--- config.mk ---
export PLATFORM = sky130hd
export DESIGN_NAME = link_table_controller
export DESIGN_NICKNAME = d
export VERILOG_FILES = /design/src/rtl/link_table_controller.sv
export SDC_FILE = /design/constraint.sdc
export NUM_CORES = 1
export LEC_CHECK = 0
export BUFFER_PORTS_ARGS = -buffer_cell sky130_fd_sc_hd__buf_4
export CORE_MARGIN = 2
export CORE_UTILIZATION = 51
export CTS_CLUSTER_SIZE = 10
export DETAILED_ROUTE_END_ITERATION = 12
export PLACE_DENSITY = 0.8
export SYNTH_ARGS = -nofsm -noshare
export SYNTH_HDL_FRONTEND = slang
export SYNTH_SLANG_ARGS = --single-unit
--- constraint.sdc ---
create_clock -name clk -period 2.4 [get_ports clk]
set_input_delay 0.24 -clock clk [delete_from_list [all_inputs] [get_ports clk]]
set_output_delay 0.24 -clock clk [all_outputs]
set_load 0.02 [all_outputs]
--- src/rtl/link_table_controller.sv ---
// Free-page link-table controller: keeps the free list as a singly linked list
// in an external synchronous RAM and hands out / takes back page numbers.
module link_table_controller #(
  parameter int unsigned PAGE_W = 12
) (
  input  logic              clk,
  input  logic              rst,
  input  logic              init_done,
  input  logic [PAGE_W-1:0] init_addr,
  input  logic [PAGE_W-1:0] init_data,
  input  logic              alloc_req,
  output logic              alloc_ack,
  output logic [PAGE_W-1:0] alloc_page,
  input  logic              free_req,
  input  logic [PAGE_W-1:0] free_page,
  output logic              free_ack,
  output logic              empty,
  output logic [PAGE_W:0]   free_count,
  output logic              mem_wr_en,
  output logic              mem_rd_en,
  output logic [PAGE_W-1:0] mem_addr,
  output logic [PAGE_W-1:0] mem_wdata,
  input  logic [PAGE_W-1:0] mem_rdata
);

  localparam int unsigned CNT_W = PAGE_W + 1;
  localparam logic [CNT_W-1:0]  FULL_CNT  = {1'b1, {PAGE_W{1'b0}}};
  localparam logic [CNT_W-1:0]  ONE_CNT   = CNT_W'(1);
  localparam logic [PAGE_W-1:0] LAST_PAGE = {PAGE_W{1'b1}};

  typedef enum logic [2:0] {
    INIT   = 3'd0,
    IDLE   = 3'd1,
    A_RD   = 3'd2,
    A_DONE = 3'd3,
    F_WR   = 3'd4
  } state_t;

  state_t            state;
  logic [PAGE_W-1:0] head;
  logic [PAGE_W-1:0] tail;

  // Control FSM, list pointers, counters and acknowledge pulses.
  always_ff @(posedge clk or posedge rst) begin
    if (rst) begin
      state      <= INIT;
      head       <= '0;
      tail       <= '0;
      free_count <= '0;
      empty      <= 1'b1;
      alloc_page <= '0;
      alloc_ack  <= 1'b0;
      free_ack   <= 1'b0;
    end else begin
      alloc_ack <= 1'b0;
      free_ack  <= 1'b0;
      case (state)
        INIT: begin
          if (init_done) begin
            state      <= IDLE;
            head       <= '0;
            tail       <= LAST_PAGE;
            free_count <= FULL_CNT;
            empty      <= 1'b0;
          end
        end
        IDLE: begin
          // Frees win so a stalled alloc can always be unblocked.
          if (free_req) begin
            state    <= F_WR;
            free_ack <= 1'b1;
          end else if (alloc_req && !empty) begin
            state <= A_RD;
          end
        end
        A_RD: begin
          state      <= A_DONE;
          alloc_ack  <= 1'b1;
          alloc_page <= head;
        end
        A_DONE: begin
          state <= IDLE;
          // Last page out: the link word is meaningless, keep head as is.
          if (free_count != ONE_CNT) begin
            head <= mem_rdata;
          end
          free_count <= free_count - ONE_CNT;
          empty      <= (free_count == ONE_CNT);
        end
        F_WR: begin
          state <= IDLE;
          if (empty) begin
            head       <= free_page;
            tail       <= free_page;
            free_count <= ONE_CNT;
            empty      <= 1'b0;
          end else begin
            tail <= free_page;
            if (free_count != FULL_CNT) begin
              free_count <= free_count + ONE_CNT;
            end
          end
        end
        default: state <= INIT;
      endcase
    end
  end

  // Link RAM port: initializer during INIT, list walk/append otherwise.
  always_comb begin
    mem_wr_en = 1'b0;
    mem_rd_en = 1'b0;
    mem_addr  = '0;
    mem_wdata = '0;
    case (state)
      INIT: begin
        mem_wr_en = ~init_done & ~rst;
        mem_addr  = init_addr;
        mem_wdata = init_data;
      end
      A_RD: begin
        mem_rd_en = 1'b1;
        mem_addr  = head;
      end
      F_WR: begin
        if (!empty) begin
          mem_wr_en = 1'b1;
          mem_addr  = tail;
          mem_wdata = free_page;
        end
      end
      default: ;
    endcase
  end

endmodule

==> results of run 1 <==
[Yosys cell counts, drive strengths merged, types with 2 or more instances]
master   number  area (um2)
a211oi        2       15.01
a21oi         4       20.02
a221oi        3       26.28
a222oi       12       120.1
a22o         25       219.0
a22oi         4       30.03
a2bb2oi       2       17.52
a31oi         8       50.05
a32oi         2       17.52
and3          2       12.51
buf          15       92.58
clkbuf       14       52.55
dfrtp        54        1351
ha            3       37.54
inv          19       71.32
mux2         26       296.5
nand2        11       43.80
nand2b        3       18.77
nand3         6       30.03
nand4         4       25.02
nor2         19       71.32
nor2b         4       25.02
nor3         11       60.06
nor3b         2       20.02
nor4          6       73.82
nor4b         2       32.53
nor4bb        2       20.02
o21a          2       15.01
o21ai         5       25.02
o221ai        3       26.28
o22a         15       131.4
o31ai         3       22.52
or3           2       12.51
or3b          4       35.03
or4           2       15.01
[area by class of cell]
cell class	count	share of cell area (%)
sequential	55	32.34
tap	77	2.259
clock buffer	5	1.614
clock inverter	2	0.8803
inverter	19	1.673
multi-input combinational	209	38.94
timing repair buffer	123	22.30
[per-stage QoR]
stage | total power [mW] | cells | utilization, % | cell area, um2
global route | 5.775 | 490 | 68.32 | 4264
detailed placement | 4.827 | 482 | 66.44 | 4146
finish | 5.447 | 490 | 68.32 | 4264
global placement | 4.763 | 482 | 66.44 | 4146
CTS | 5.441 | 490 | 68.30 | 4263
floorplan | 3.706 | 312 | - | 3247
[worst register-to-register path, stage by stage (launching register included)]
cell	delay [ns]
dfrtp_1	0.47
inv_1	0.13
ha_1	0.21
nor3b_2	0.32
nand3_1	0.23
o21a_1	0.34
buf_4	0.19
a31oi_1	0.19
[layer usage]
| metal | GRT usage (%) | up-vias | part of all wire (%) |
|---|---|---|---|
| met3 | 4.946 | 18 | 8.0 |
| met5 | 0 | - | 0 |
| met1 | 34.58 | 1533 | 40 |
| li1 | - | 1411 | - |
| met2 | 43.78 | 164 | 50 |
| met4 | 9.091 | 0 | 1.7 |
[cell usage in the layout, fill, tap and decap left out, types with 3 or more instances in the layout]
master    synthesis  routed
mux2_1           19      19
a31oi_1           8       8
nand3_1           6       6
nor2b_1           4       4
dfrtp_1          54      53
a22oi_1           4       4
o221ai_1          3       3
nand2_1          10      10
inv_1            19      18
a222oi_1         12      12
mux2_2            6       6
buf_4             2     120
o21ai_0           5       5
ha_1              3       3
nand2b_1          3       3
nand4_1           4       4
a221oi_1          3       3
nor2_1           19      18
or3b_1            4       4
clkbuf_8          0       5
nor3_1           10       9
o22a_1           15      15
a21oi_1           4       4
o31ai_1           3       3
a22o_1           25      25
nor4_1            3       3
[worst paths after layout]
check	cells after the start	startpoint	slack, ns	to
max	5	state[0]$_DFFE_PP0P_	0.21	mem_addr[8]
min	2	free_page[5]	0.19	tail[5]$_DFFE_PP0P_
max reg2reg	7	free_count[0]$_DFFE_PP0P_	0.23	free_count[8]$_DFFE_PP0P_
min reg2reg	1	alloc_page[1]$_DFFE_PP0N_	0.50	alloc_page[1]$_DFFE_PP0N_
max in group asynchronous	4	rst	1.55	empty$_DFFE_PP1P_
min in group asynchronous	4	rst	0.55	free_ack$_DFF_PP0_
[cell families (layout without fill, tap and decap cells)]
group           count (synthesis)  in the layout  share of synthesized area (%)
buf+inv                        48            149                          6.666
flops                          55             55                          42.43
mux                            26             26                          9.133
fa+ha+maj                       3              3                          1.156
compound gates                 95             95                          24.05
simple gates                   85             85                          16.57
[state kept, by name, summed over array words and instances (netlist names)]
register    flops
empty           1
free_ack        1
alloc_ack       1
tail           12
state           3
alloc_page     12
free_count     13
head           12
[repair_timing]
action	CTS	global route
endpoints found under the hold margin	6	0
resized for setup	0	1
hold buffers	1	0
setup endpoints to repair	0	5
[report_power, final]
group	internal, mW	switching, mW
sequential	1.28	0.467
combinational	1.41	1.68
clock	0.306	0.305
total	3.00	2.45
==> results_dict.tcl, run 1 <==
set metrics [dict create \
    post-cts-setup-buffers 0 \
    row_count 29 \
    cp.required_ns 2.16 \
    drtIter0Drc 172 \
    multi_input_area_um2 1660 \
    ctsHtreeMaxLevel 2 \
    overflow 0 \
    cts_made_buffers 5 \
    dieArea_um2 7021 \
    period_needed_ns 2.194 \
    yosysSeqAreaShare_pct 42.43 \
    path_buf_inv 3 \
    grt_setup_unrepaired "no" \
    synth-seq-cells 55 \
    routed_wl_um 9179 \
    boundaryPins 107 \
    numPortBuffers 106 \
    tritoncts "yes" \
    fillCellCount 488 \
    synth_area_um2 3247 \
    initial_utilization_pct 52.02 \
    die_h_um 83.79 \
    critPathMaxStageDelay_ns 0.52 \
    path_clk_slew_ns 0.10 \
    coreArea_um2 6241 \
    gp_congestion 0.8783 \
    synthFlopType "dfrtp_1" \
    setup_slack_ns 0.2061 \
    seq_area_um2 1379 \
    fin_worst_skew_ns 0.007039 \
    synth_edf_count 0 \
    power_density_nw_per_um2 1277 \
    holdWs_ns 0.1875 \
    syn_avg_cell_area_um2 10.41 \
    maxSlewViolCount 0 \
    viasPerCell 6.380 \
    drv_cap 0 \
    power.leakage_nw 2.029 \
    clk_path_buf_depth 2 \
    cts_root_buf "clkbuf_8" \
    pre_cts_slack_ns 0.2873 \
    fmax_mhz 455.8 \
    dp_hpwl_um 6516 \
    ant_nets 0 \
    antenna_found_initial 0 \
    syn2layout_area_growth_pct 31.33 \
    finalCritPeriodShare_pct 91.41 \
    diodes 0 \
    timing_hold_violations_final 0 \
    grt_max_degree 56 \
    critPathLaunchType "register" \
    cp_max_fo 26 \
    slew_headroom_pct 47.32 \
    drc 0 \
    nets 469 \
    grt_pass1_wl_um 14940 \
    clk_latency_ns 0.30 \
    status "finished, final reports clean" \
    async_reset_ff_share_pct 100.0 \
    first_pass_iters 6 \
    slowest_stage "dfrtp_1" \
    arrival_ns 1.95 \
    cp_cell_sequence "nor4b_4, buf_4, a222oi_1, inv_1, buf_4" \
    drive_above_1_share_pct 35.84 \
    cp-end-kind "output port" \
    syn_inst 312 \
    path_common_cell "buf_4" \
    wl_per_cell_um 18.73 \
    ys_warn_count 0 \
    tightestPinTransition_ns 0.7841 \
    via_count 3126 \
    hold_class "primary input to register" \
    setup_tns_ns 0 \
    grt_pass1_vias 3069 \
    finalSetupViolations 0 \
    grt.total_usage_pct 26.31 \
    syn_nets 368 \
    crit_type "register to output port" \
    clock_sinks 55 \
    netlist-cell-type-count 56 \
    die_w_um 83.79 \
    peakVddDrop_mv 0.8561 \
    critical_path.top_delay_family "buffers and inverters" \
]
Power figures use the tool's default switching activity.
==> run 2, diff against run 1 <==
Settings changed: CORE_UTILIZATION 51 to 53, CTS_BUF_LIST from default to sky130_fd_sc_hd__clkbuf_8, PLACE_DENSITY 0.8 to 0.83.
==> run 2 against run 1 <==
  * Flip-flop and latch count is the same
  * Critical path depth is the same
  * Sequential share of layout area increased by 0.24 points
==> results_dict.tcl, run 2 (same netlist as run 1, synthesis figures left out) <==
set metrics [dict create \
    coreArea_um2 5921 \
    die_w_um 82.27 \
    final_cell_area_um2 4240 \
    fillCellCount 455 \
    cp.required_ns 2.16 \
    largest_reg_flops 13 \
    cp-end-kind "output port" \
    numPortBuffers 106 \
    grt.total_usage_pct 28.39 \
    layout_commonest_cell "buf_4" \
    boundaryPins 107 \
    grt_busiest_layer "met2" \
    finalSetupViolations 0 \
    path_clk_slew_ns 0.11 \
    drc 0 \
    arrival_ns 1.98 \
    overflow 0 \
    finalCritPeriodShare_pct 92.53 \
    cp_max_fo 24 \
    clock_sinks 55 \
    setup_tns_ns 0 \
    placed_cells 479 \
    gp_congestion 0.8934 \
    path_common_cell "buf_4" \
    clk_latency_ns 0.32 \
    clk_path_buf_depth 2 \
    timing_hold_violations_final 0 \
    top_register "free_count" \
    crit_type "register to output port" \
    setup_slack_ns 0.1793 \
    wl_per_cell_um 19.05 \
    cts_made_buffers 5 \
    peakVddDrop_mv 0.7062 \
    dp_hpwl_um 6532 \
    via_count 3164 \
    grt_pass1_vias 2971 \
    nets 468 \
    cp_cell_sequence "nor4b_4, buf_4, a222oi_1, inv_1, buf_4" \
    row_count 28 \
    ant_nets 0 \
    first_pass_iters 6 \
    pre_cts_slack_ns 0.3078 \
    mostFrequentLayoutCells "buf_4 (120), dfrtp_1 (51), a22o_1 (25)" \
    dieArea_um2 6768 \
    drtIter0Drc 280 \
    initial_utilization_pct 54.84 \
    power_density_nw_per_um2 1280 \
    fmax_mhz 450.3 \
    grt_util_met3_pct 5.109 \
    slowest_stage "dfrtp_2" \
    critPathMaxStageDelay_ns 0.53 \
    slew_headroom_pct 40.49 \
    post-route-util_pct 71.62 \
    status "finished, final reports clean" \
    cts_root_buf "clkbuf_8" \
    syn2layout_area_growth_pct 30.60 \
    viasPerCell 6.484 \
    rrSetupSlack_ns 0.23 \
    drv_cap 0 \
    tritoncts "yes" \
    routed_wl_um 9297 \
    final_cells 488 \
    antenna_found_initial 0 \
    critPathLaunchType "register" \
    hold_class "primary input to register" \
    postPlaceCellArea_um2 4124 \
    ctsHtreeMaxLevel 2 \
    drive_above_1_share_pct 36.32 \
    tightestPinTransition_ns 0.8921 \
    use_met2_pct 46.85 \
    grt_max_degree 27 \
    grt_setup_unrepaired "no" \
    diodes 0 \
    grt_pass1_wl_um 14770 \
    period_needed_ns 2.221 \
    maxSlewViolCount 0 \
    power.leakage_nw 2.018 \
    fin_worst_skew_ns 0.007613 \
    die_h_um 82.27 \
    use_met1_pct 37.70 \
]
[run 2: layer usage]
| metal | share of wire [%] | wire length, um |
|---|---|---|
| met4 | 2.5 | 229 |
| met2 | 48 | 4488 |
| met1 | 41 | 3821 |
| met5 | 0 | 0 |
| met3 | 8.2 | 759 |
[run 2: cell type report]
cell class | instances | area (um2) | area share (%)
multi-input cells | 209 | 1660 | 39.16
inverters | 19 | 71.32 | 1.682
repair buffers | 122 | 930.9 | 21.95
flip-flops and latches | 55 | 1381 | 32.58
clock buffers | 6 | 82.58 | 1.947
well taps | 75 | 93.84 | 2.213
clock inverters | 2 | 20.02 | 0.4721
[run 2: power by group]
part           switching [mW]  internal [mW]
combinational            1.65           1.39
sequential              0.510           1.28
clock                   0.343          0.244
[run 2: stage by stage]
step           power (mW)  hold WS [ns]
6_report            5.426        0.1719
2_1_floorplan       3.706        0.3879
3_3_place_gp        4.712        0.2543
5_1_grt             5.736        0.1613
4_1_cts             5.387        0.1686
3_5_place_dp        4.802        0.2559
[run 2: worst max-delay path: cells and delay by family (launching register included)]
kind	cells	cell delay, ns
AOI/OAI and AO/OA	1	0.17
DFF	1	0.53
buffers and inverters	3	0.58
and+or+nand+nor	1	0.37
[run 2: path summary, 6_finish.rpt]
check | startpoint | endpoint | cells after the start
worst max register to register | free_count[0]$_DFFE_PP0P_ | free_count[11]$_DFFE_PP0P_ | 7
worst min register to register | alloc_page[5]$_DFFE_PP0N_ | alloc_page[5]$_DFFE_PP0N_ | 1
worst max-delay path | state[0]$_DFFE_PP0P_ | mem_addr[6] | 5
worst min-delay path | free_page[6] | tail[6]$_DFFE_PP0P_ | 2
max in group asynchronous | rst | empty$_DFFE_PP1P_ | 4
min in group asynchronous | rst | head[5]$_DFFE_PP0P_ | 3
[run 2: repair_timing]
action	CTS	global route
buffers inserted	0	0
hold endpoints to repair	16	0
gates resized for setup	0	3
hold buffers	1	0
setup endpoints to repair	0	11
